`config.mk`:
```
export PLATFORM = sky130hd
export DESIGN_NAME = ps2_mouse_packet
export DESIGN_NICKNAME = d
export VERILOG_FILES = /design/src/rtl/ps2_mouse_pkg.sv /design/src/rtl/ps2_cursor_axis.sv /design/src/rtl/ps2_mouse_packet.sv
export SDC_FILE = /design/constraint.sdc
export NUM_CORES = 1
export LEC_CHECK = 0
export CORE_MARGIN = 1
export CORE_UTILIZATION = 50
export DETAILED_ROUTE_END_ITERATION = 10
export GPL_TIMING_DRIVEN = 0
export PLACE_DENSITY = 0.74
export SETUP_SLACK_MARGIN = 0.1
export SYNTH_ARGS = -nofsm -noshare
export SYNTH_HDL_FRONTEND = slang
export SYNTH_SLANG_ARGS = --single-unit
```
`constraint.sdc`:
```
create_clock -name CLOCK_50 -period 2.7 [get_ports CLOCK_50]
set_input_delay 0.27 -clock CLOCK_50 [delete_from_list [all_inputs] [get_ports CLOCK_50]]
set_output_delay 0.27 -clock CLOCK_50 [all_outputs]
set_load 0.01 [all_outputs]
```
`src/rtl/ps2_mouse_pkg.sv`:
```
// Shared definitions for the PS/2 mouse packet assembler: framing states,
// byte 0 bit positions and the decoded delta width.
package ps2_mouse_pkg;

    typedef enum logic [2:0] {
        ST_IDLE = 3'd0,
        ST_B1   = 3'd1,
        ST_B2   = 3'd2,
        ST_B3   = 3'd3,
        ST_DONE = 3'd4
    } state_t;

    localparam int unsigned BTN_L = 0;
    localparam int unsigned BTN_R = 1;
    localparam int unsigned BTN_M = 2;
    localparam int unsigned SYNC  = 3;
    localparam int unsigned XS    = 4;
    localparam int unsigned YS    = 5;
    localparam int unsigned XO    = 6;
    localparam int unsigned YO    = 7;

    localparam int unsigned DELTA_W = 9;

endpackage

```
`src/rtl/ps2_cursor_axis.sv`:
```
// One cursor axis: signed accumulate of a delta into the position, clamped
// to [0, MAX], updated only when en is high.
module ps2_cursor_axis
    import ps2_mouse_pkg::*;
#(
    parameter int unsigned MAX     = 639,
    parameter int unsigned INIT    = 320,
    parameter int unsigned COORD_W = 10
) (
    input  logic                      clk,
    input  logic                      rst,
    input  logic                      en,
    input  logic signed [DELTA_W:0]   delta,
    output logic [COORD_W-1:0]        pos
);

    localparam int unsigned SUM_W = COORD_W + 2;
    localparam logic signed [SUM_W-1:0] MAX_S = SUM_W'(MAX);

    logic signed [SUM_W-1:0] sum_c;
    logic [COORD_W-1:0]      clamped_c;

    always_comb begin
        sum_c = $signed({2'b00, pos}) + SUM_W'(delta);
        if (sum_c[SUM_W-1]) begin
            clamped_c = '0;
        end else if (sum_c > MAX_S) begin
            clamped_c = COORD_W'(MAX);
        end else begin
            clamped_c = sum_c[COORD_W-1:0];
        end
    end

    always_ff @(posedge clk or posedge rst) begin
        if (rst) begin
            pos <= COORD_W'(INIT);
        end else if (en) begin
            pos <= clamped_c;
        end
    end

endmodule

```
`src/rtl/ps2_mouse_packet.sv`:
```
// PS/2 mouse packet framer: assembles 3- or 4-byte packets from the byte
// strobe, decodes buttons/deltas/wheel and tracks a screen-clamped cursor.
module ps2_mouse_packet
    import ps2_mouse_pkg::*;
#(
    parameter int unsigned PACKET_BYTES   = 3,
    parameter int unsigned X_MAX          = 639,
    parameter int unsigned Y_MAX          = 479,
    parameter int unsigned X_INIT         = 320,
    parameter int unsigned Y_INIT         = 240,
    parameter int unsigned COORD_W        = 10,
    parameter int unsigned TIMEOUT_CYCLES = 100000
) (
    input  logic                       CLOCK_50,
    input  logic                       reset,
    input  logic [7:0]                 received_data,
    input  logic                       received_data_en,
    output logic                       packet_valid,
    output logic [2:0]                 buttons,
    output logic signed [DELTA_W-1:0]  dx,
    output logic signed [DELTA_W-1:0]  dy,
    output logic signed [3:0]          wheel,
    output logic [COORD_W-1:0]         cursor_x,
    output logic [COORD_W-1:0]         cursor_y,
    output logic                       sync_error
);

    localparam int unsigned CNT_W = (TIMEOUT_CYCLES > 2) ? $clog2(TIMEOUT_CYCLES) : 1;
    localparam logic [CNT_W-1:0] CNT_LAST = CNT_W'(TIMEOUT_CYCLES - 1);
    localparam bit WHEEL_MODE = (PACKET_BYTES == 4);

    if (PACKET_BYTES != 3 && PACKET_BYTES != 4) begin : g_bad_packet_bytes
        $error("ps2_mouse_packet: PACKET_BYTES must be 3 or 4");
    end

    state_t                     state, state_next;
    logic [CNT_W-1:0]           cnt, cnt_next;
    logic [7:0]                 b0, b1, b2;
    logic                       cap0_c, cap1_c, cap2_c, commit_c, reject_c;
    logic [7:0]                 byte2_c;
    logic signed [DELTA_W-1:0]  dx_c, dy_c;
    logic signed [3:0]          wheel_c;
    logic signed [DELTA_W:0]    dx_ext_c, dy_neg_c;

    always_ff @(posedge CLOCK_50 or posedge reset) begin
        if (reset) begin
            state <= ST_IDLE;
        end else begin
            state <= state_next;
        end
    end

    // DONE behaves like IDLE for an incoming strobe so back-to-back packets lose nothing
    always_comb begin
        state_next = state;
        cnt_next   = '0;
        cap0_c     = 1'b0;
        cap1_c     = 1'b0;
        cap2_c     = 1'b0;
        commit_c   = 1'b0;
        reject_c   = 1'b0;
        unique case (state)
            ST_IDLE, ST_DONE: begin
                state_next = ST_IDLE;
                if (received_data_en) begin
                    if (received_data[SYNC]) begin
                        cap0_c     = 1'b1;
                        state_next = ST_B1;
                    end else begin
                        reject_c = 1'b1;
                    end
                end
            end
            ST_B1, ST_B2, ST_B3: begin
                if (received_data_en) begin
                    if (state == ST_B1) begin
                        cap1_c     = 1'b1;
                        state_next = ST_B2;
                    end else if (state == ST_B2 && WHEEL_MODE) begin
                        cap2_c     = 1'b1;
                        state_next = ST_B3;
                    end else begin
                        commit_c   = 1'b1;
                        state_next = ST_DONE;
                    end
                end else if (cnt == CNT_LAST) begin
                    reject_c   = 1'b1;
                    state_next = ST_IDLE;
                end else begin
                    cnt_next = cnt + CNT_W'(1);
                end
            end
            default: state_next = ST_IDLE;
        endcase
    end

    // Decode from captured bytes plus the final byte still on the bus
    always_comb begin
        byte2_c  = WHEEL_MODE ? b2 : received_data;
        dx_c     = b0[XO] ? '0 : {b0[XS], b1};
        dy_c     = b0[YO] ? '0 : {b0[YS], byte2_c};
        wheel_c  = WHEEL_MODE ? received_data[3:0] : '0;
        dx_ext_c = (DELTA_W + 1)'(dx_c);
        dy_neg_c = -((DELTA_W + 1)'(dy_c));
    end

    always_ff @(posedge CLOCK_50 or posedge reset) begin
        if (reset) begin
            cnt          <= '0;
            b0           <= '0;
            b1           <= '0;
            b2           <= '0;
            packet_valid <= 1'b0;
            sync_error   <= 1'b0;
            buttons      <= '0;
            dx           <= '0;
            dy           <= '0;
            wheel        <= '0;
        end else begin
            cnt          <= cnt_next;
            packet_valid <= commit_c;
            sync_error   <= reject_c;
            if (cap0_c) b0 <= received_data;
            if (cap1_c) b1 <= received_data;
            if (cap2_c) b2 <= received_data;
            if (commit_c) begin
                buttons <= {b0[BTN_M], b0[BTN_R], b0[BTN_L]};
                dx      <= dx_c;
                dy      <= dy_c;
                wheel   <= wheel_c;
            end
        end
    end

    ps2_cursor_axis #(
        .MAX     (X_MAX),
        .INIT    (X_INIT),
        .COORD_W (COORD_W)
    ) u_axis_x (
        .clk   (CLOCK_50),
        .rst   (reset),
        .en    (commit_c),
        .delta (dx_ext_c),
        .pos   (cursor_x)
    );

    // Screen Y grows downward, so the mouse's up-positive dy is subtracted
    ps2_cursor_axis #(
        .MAX     (Y_MAX),
        .INIT    (Y_INIT),
        .COORD_W (COORD_W)
    ) u_axis_y (
        .clk   (CLOCK_50),
        .rst   (reset),
        .en    (commit_c),
        .delta (dy_neg_c),
        .pos   (cursor_y)
    );

endmodule

```
==> results.md, run 1 <==
- The required time reported for the critical path endpoint is 2930 ps.
- The final layout contains routed wiring with a total length of 10,900 um.
- After synthesis, the mean cell area works out to 9.69 um^2.
- For this run, the post-layout net count is 576.
- Among all cell types in the netlist, the one instantiated most often is nand2_1.
- By area the synthesized netlist is led by dfrtp_1 (41%), ha_1 (7.1%), nand2_1 (6.5%).
- The commonest cells after synthesis are nand2_1 (76), dfrtp_1 (72), nor2_1 (29), ha_1 (25), o21ai_0 (23).
- The initial utilization of the core area, before any placement, comes to 0.525.
- The buffer cell driving the clock tree root is clkbuf_8.
- 58 I/O pins were placed.
- At the pin with the least slew margin, the transition time is 568 ps.
- The capture point of the worst reg-to-reg path is u_axis_x.pos[1].
- The wire-length estimate of the detail-placed layout is 7310 um.
- The share of final-layout standard cells stronger than drive strength 1 is 0.234.
- The source-to-sink clock delay at the later pin of the worst-skew pair is 350 ps.
- The final worst setup slack is 54.7 ps.
- The via count is 3,669.
- The area growth from synthesis to final layout is 32.3%.
- The async set-or-reset flop fraction in the synthesized netlist is 1.00.
- In this run the vertical extent of the chip is 95.8 um.
- The kind of end point of the critical path is a flop.
- The maximum clock insertion buffer count is 2.
- The number of pins exceeding their max-slew limit in the final report is 0.
- The core region is 8380 um^2.
- The width of the die is 95.8 um.
- The worst setup slack after placement is -689 ps.
- In the finished design, the share of the clock period the worst path needs comes to 0.980.
- TritonCTS built the clock tree.
- 0 antenna diodes ended up in the layout.
- The fraction of post-synthesis cell area in the top cell type by area is 0.410.
- In this run the register-to-register setup slack is 50 ps.
- The worst hold slack after final layout is 171 ps.
- The commonest register cell after synthesis is dfrtp_1.
- The global placer's final weighted congestion is 0.938.
- The arrival time of the worst setup path is 2870 ps.
- The H-tree was split into 3 levels.
- Walking the worst path, the cells encountered are buf_4 > nor2b_4 > ha_4 > a21o_1 > a21o_2 > o21ai_4 > a31oi_4 > buf_6 > xnor2_4 > a211oi_2 > o22ai_1.
- The first-pass GRT wire length is 17,100 um.
- The post-route DRC violation count is 0.
- Across the VDD grid, the largest voltage drop is 0.000532 V.
- Hold repair after CTS inserted 0 buffers.
- The number of synthesized register bits is 78.
- For this run, the number of standard cells in the final layout without fillers is 648.
- The die area is 9170 um^2.
- The number of violations of the max-capacitance limit is 0.
- The placement-stage cell area is 5100 um^2.
- Counting I/O delays and the setup requirement, the final critical path takes 2650 ps.
- The via count of the first global-routing pass is 3,467.
- The largest fanout on the critical path is 7.
- Of all cell types, the one taking the most synthesized area is dfrtp_1.
- The number of placed instances with taps included is 616.
- In this run the remaining antenna-violating nets after routing total 0.
- Setup repair after global routing could not meet its margin everywhere.
- The number of cells on the worst reg-to-reg path is 11.
- Synthesis handed over a netlist of 454 instances.
- Clock skew on the completed layout was measured at 11.3 ps.
- The run finished with clean final reports.
- The critical-path cell with the highest stage delay is dfrtp_2.
- The initial antenna violation count is 0.
- After detailed routing, the number of vias per cell comes to 5.66.
- The delay of the slowest cell on the worst path is 470 ps.
- Timing would allow up to 378 MHz.
- The first TritonRoute pass finished after 4 iterations.
- The cell area after layout is 5820 um^2.
- The cell area power density is 1040 nW/um^2.
- For this block, the initial DRC count from the detailed router was 207.
- The leakage power is 2.57 nW.
- The remaining max-slew budget at the tightest pin is 0.621.
- Entering global routing, the biggest net connects 68 pins.
- The critical path in this run is classified as reg -> reg.
- The number of hold-slack violations in the final timing report came to 0.
- Summing every instance area after synthesis gives 4400 um^2.
- The floorplan has 33 rows.
- The worst register-to-register path begins at b0[6].
- Setup violations remaining at the end of the flow were counted as 0.
- Clock-pin slew was measured on the worst setup and hold paths at 90 ps.
- The TritonCTS buffer count is 9.
- The share of the Yosys chip area taken by registers is 0.446.
- The synthesis warning total is 0.
- The number of enable flip-flop cells after synthesis is 0.
- The clock sink count is 78.
- Buffers placed on the I/O ports in this run total 53.
- The per-cell routed wire length is 16.8 um.
- For this run, the total global-route usage over all layers was measured as 0.247.
- The distinct cell type count of the synthesized netlist is 59.
- The total overflow reported by the global router is 0.
- The total negative setup slack is 0 ps.
- The min-delay analysis places its worst path in the category in -> async.
- The launching element type of the critical path is a flop.
-- cell families (layout without fill, tap and decap cells) --
kind of cell | after synthesis | count (layout) | synth area share
AND/OR/NAND/NOR | 173 | 173 | 0.187
AO/OA/AOI/OAI | 96 | 96 | 0.151
flip-flops | 78 | 78 | 0.446
buffers and inverters | 36 | 122 | 0.0387
adder cells (fa/ha/maj) | 27 | 27 | 0.0802
XOR/XNOR | 27 | 27 | 0.0555
multiplexers | 16 | 16 | 0.0407
other | 1 | 4 | 0.000853
-- what timing repair did --
action	4_1_cts	5_1_grt
endpoints found under the hold margin	0	0
endpoints found under the setup margin	19	19
gates resized for setup	33	49
pin swaps	5	27
setup buffers	6	10
gates cloned	0	0
-- state kept, by name, indices dropped and copies added, names as in the netlist, 3 cells and up --
register	cells
dy	9
buttons	3
dx	9
u_axis_y.pos	10
state	3
cnt	17
b0	7
u_axis_x.pos	10
b1	8
-- layout make-up --
type                    count  area, um^2
plain buffers              16        95.1
clock buffers              10         128
clock inverters             6        87.6
fillers                   627        2560
inverters                  20        80.1
multi-input cells         343        2650
flip-flops and latches     78        1960
well taps                 105         131
repair buffers             70         686
-- metrics by stage --
step / total power, mW / utilization
after floorplan: 3.42 / -
after global placement: 4.23 / 0.605
after detailed placement: 4.32 / 0.609
after CTS: 5.52 / 0.657
after global routing: 6.41 / 0.694
final: 6.03 / 0.694
-- cells in the final DEF, fill, tap and decap left out, types with 5 or more instances in the layout --
cell              n
dfrtp_1          70
buf_6             5
o21ai_2           6
xnor2_1          12
a21oi_1           9
a211oi_1          6
ha_1             16
o21ai_0          17
o21ai_1           8
clkbuf_8          9
mux2_2           15
dfstp_2           6
nand2_1          76
a21o_1            7
buf_4            16
xor2_1           13
clkbuf_1          9
clkdlybuf4s50_1  52
nor2_1           29
nand3_1           9
nor3_1            8
nand2b_1         12
ha_4              9
inv_1            14
-- per-layer routing --
layer  global-route usage  routed length, um
met2                0.401               5250
met5                    0                  0
met4               0.0697                195
met3               0.0521                488
met1                0.336               4930
-- power breakdown --
part	switching [mW]	total (mW)	internal [mW]	leakage, nW
combinational	1.61	3.28	1.67	1.47
sequential	0.275	1.79	1.52	0.997
clock	0.432	0.953	0.521	0.110
total	2.32	6.03	3.71	2.57
-- worst max-delay path by stage --
stage	slack (ps)	endpoint	from
5_1_grt	-70	u_axis_x.pos[1]	b0[6]
2_1_floorplan	100	u_axis_x.pos[8]	b0[6]
3_3_place_gp	-800	u_axis_y.pos[1]	reset
3_5_place_dp	-690	u_axis_y.pos[0]	received_data[0]
6_report	50	u_axis_x.pos[1]	b0[6]
4_1_cts	90	u_axis_x.pos[6]	b0[6]
-- critical path: cells and delay by family (launching register included) --
kind	cells	cell delay, ps
AOI/OAI and AO/OA	6	1200
DFF	1	470
buffers and inverters	2	300
adders and majority gates	1	240
xor gates and xnor gates	1	160
and+or+nand+nor	1	140
(Power assumes the default switching activity.)
==> inputs of run 2 (changes only) <==
--- a/config.mk
+++ b/config.mk
@@ -5,12 +5,13 @@
 export SDC_FILE = /design/constraint.sdc
 export NUM_CORES = 1
 export LEC_CHECK = 0
-export CORE_MARGIN = 1
+export CORE_MARGIN = 4
 export CORE_UTILIZATION = 50
 export DETAILED_ROUTE_END_ITERATION = 10
 export GPL_TIMING_DRIVEN = 0
 export PLACE_DENSITY = 0.74
 export SETUP_SLACK_MARGIN = 0.1
+export SLEW_MARGIN = 20
 export SYNTH_ARGS = -nofsm -noshare
 export SYNTH_HDL_FRONTEND = slang
 export SYNTH_SLANG_ARGS = --single-unit
==> results.md, run 2 (synthesis gave the netlist of run 1 again) <==
- The flow ran to the end, and the final reports show no timing, DRC or antenna violations.
- The per-cell routed wire length was 16.6 um (-0.97%).
- The global placer's final weighted congestion was 0.828 (-12%).
- The initial antenna violation count was 0 (unchanged).
- The top-level I/O count is 58 (unchanged).
- The share of final-layout standard cells stronger than drive strength 1 is 0.220 (-0.0135).
- The number of levels in the clock H-tree was 3 (unchanged).
- The launching element type of the critical path is a flop.
- The largest fanout on the critical path is 6 (-1).
- The via count of the first global-routing pass was 3,645 (+5.1%).
- The worst supply voltage drop on vdd is 0.000689 V (+30%).
- The cell area power density is 1010 nW/um^2 (-2.9%).
- The remaining max-slew budget at the tightest pin is 0.620 (-0.00168).
- The width of the die was 102 um (+6.3%).
- The count of standard-cell rows came to 33 (unchanged).
- The number of hold-slack violations in the final timing report is 0 (unchanged).
- The library cell used most frequently in the layout, excluding fill and tap cells, is nand2_1.
- The leakage power is 2.51 nW (-2.3%).
- The area inside the core boundary came to 8380 um^2 (unchanged).
- The post-detailed-route count of antenna-violating nets is 0 (unchanged).
- The number of iterations in the first detailed-routing pass is 4 (unchanged).
- The ratio of routed vias to standard cells is 5.55 (-2.0%).
- The initial DRC count is 111 (-46%).
- The placed wire-length estimate is 7480 um (+2.3%).
- The highest achievable clock rate is 379 MHz (+0.25%).
- The maximum number of pins on one net before global-route repair was 58 (-15%).
- The total wirelength of the detailed-routed design is 10,700 um (-1.4%).
- The clock sink count is 78 (unchanged).
- The final count of negative-setup-slack endpoints is 0 (unchanged).
- The number of antenna cells inserted is 0 (unchanged).
- The number of flip-flops under the largest register name came to 17 (unchanged).
- The initial cell density of the core came to 0.525 (unchanged).
- The via count came to 3,578 (-2.5%).
- The slew at the pin closest to its max-slew limit is 570 ps (+2.52 ps).
- The worst setup path category is reg -> reg.
- The final cycle utilization of the critical path is 0.977 (-0.00242).
- The clock skew came to 5.26 ps (-6.00 ps).
- The total negative setup slack is 0 ps (unchanged).
- The TritonCTS buffer count came to 9 (unchanged).
- The maximum clock insertion buffer count is 2 (unchanged).
- The library cells used most frequently in the layout, excluding fill and tap cells, are nand2_1 (76), dfrtp_1 (70), clkdlybuf4s50_1 (52).
- The largest registers in the layout are cnt: 17 flops, u_axis_x.pos: 10 flops, u_axis_y.pos: 10 flops.
- The total global routing track utilization is 0.211 (-0.0362).
- The post-route DRC violation count was 0 (unchanged).
- The required time reported for the critical path endpoint was 2940 ps (about the same).
- The shortest period the worst path allows was 2640 ps (-6.55 ps).
- The net total in the final layout was 573 (-0.52%).
- The die span in y came to 102 um (+6.3%).
- The source-to-sink clock delay at the later pin of the worst-skew pair came to 340 ps (about the same).
- The die area is 10,400 um^2 (+13%).
- The utilization after layout is 0.679 (-0.0152).
- The worst hold path belongs to the class in -> async.
- Setup repair after global routing could not meet its margin everywhere.
- The total power of the final layout is 5.72 mW (-5.0%).
- The number of pins exceeding their max-slew limit in the final report is 0 (unchanged).
- From synthesis to final layout, the design area changed by 29.4%.
- The number of violations of the max-capacitance limit is 0 (unchanged).
- The number of port buffers was 53 (unchanged).
- The clock tree from TritonCTS is built.
- The kind of end point of the critical path is a flop.
- The buffer cell driving the clock tree root is clkbuf_8.
- The arrival time of the worst setup path came to 2880 ps (about the same).
- The total overflow reported by the global router is 0 (unchanged).
- The first-pass GRT wire length was 17,400 um (+1.7%).
- cnt holds more flip-flops than any other register.
- The worst hold slack after final layout is 236 ps (+64.9 ps).
- The clock transition at the register clock pins on the worst setup and hold paths after CTS was 80 ps (about the same).
- The reg2reg setup slack came to 60 ps (about the same).
==> run 2: repair_timing <==
| action | 4_1_cts | 5_1_grt |
|---|---|---|
| pin swaps | 8 | 17 |
| gates resized for setup | 31 | 45 |
| setup endpoints to repair | 19 | 19 |
| buffers inserted | 7 | 6 |
| hold buffers | 0 | 0 |
| cloned | 0 | 0 |
==> run 2: routing by layer <==
| metal | routed length (um) | track usage | vias to the layer above |
|---|---|---|---|
| met4 | 143 | 0.0583 | 0 |
| met3 | 394 | 0.0337 | 17 |
| met1 | 4940 | 0.287 | 1752 |
| li1 | - | - | 1730 |
| met5 | 0 | 0 | - |
| met2 | 5230 | 0.352 | 79 |
==> run 2: final timing paths <==
kind / start / to / depth (start not counted)
worst max-delay path: b0[6] / u_axis_x.pos[7] / 11
worst min-delay path: reset / cnt[3] / 2
worst max register to register: b0[6] / u_axis_x.pos[7] / 11
worst min register to register: b0[0] / buttons[0] / 2
max in group asynchronous: reset / u_axis_y.pos[5] / 3
min in group CLOCK_50: received_data[0] / b1[0] / 2
==> run 2: final cells by class <==
class                   count  area, um^2
inverters                  20        77.6
flip-flops and latches     78        1960
fillers                   653        2690
multi-input cells         343        2620
well taps                 105         131
plain buffers              16        97.6
clock buffers              16         150
repair buffers             67         654
==> run 2: where the power goes <==
group | internal, mW | switching, mW
logic | 1.63 | 1.57
clock network | 0.338 | 0.400
registers | 1.52 | 0.264
==> run 2: critical path, stage by stage, from the launching register on <==
cell      delay [ps]
dfrtp_2          470
nor2b_4          170
ha_4             150
inv_2             30
fa_2             330
nand2b_4         170
a21oi_4          210
o21ai_2          100
a31oi_4          260
a31oi_1          130
o22a_1           240
o41ai_2          270
==> run 2: stage by stage <==
step / worst slack, ps / cell area (um^2) / instances
after detailed placement: -693 / 5100 / 616
after CTS: 94.6 / 5450 / 639
final: 61.3 / 5690 / 645
after floorplan: 105 / 4410 / 457
after global placement: -839 / 5070 / 615
after global routing: -58.9 / 5690 / 645
==> inputs of run 3 (changes only) <==
--- a/config.mk
+++ b/config.mk
@@ -5,13 +5,15 @@
 export SDC_FILE = /design/constraint.sdc
 export NUM_CORES = 1
 export LEC_CHECK = 0
+export ABC_AREA = 0
 export CORE_MARGIN = 4
 export CORE_UTILIZATION = 50
+export CTS_CLUSTER_SIZE = 12
 export DETAILED_ROUTE_END_ITERATION = 10
 export GPL_TIMING_DRIVEN = 0
 export PLACE_DENSITY = 0.74
 export SETUP_SLACK_MARGIN = 0.1
-export SLEW_MARGIN = 20
+export SLEW_MARGIN = 15
 export SYNTH_ARGS = -nofsm -noshare
 export SYNTH_HDL_FRONTEND = slang
 export SYNTH_SLANG_ARGS = --single-unit
==> results of run 3 <==
No change in the layout: final DEF, timing and power equal those of run 2.
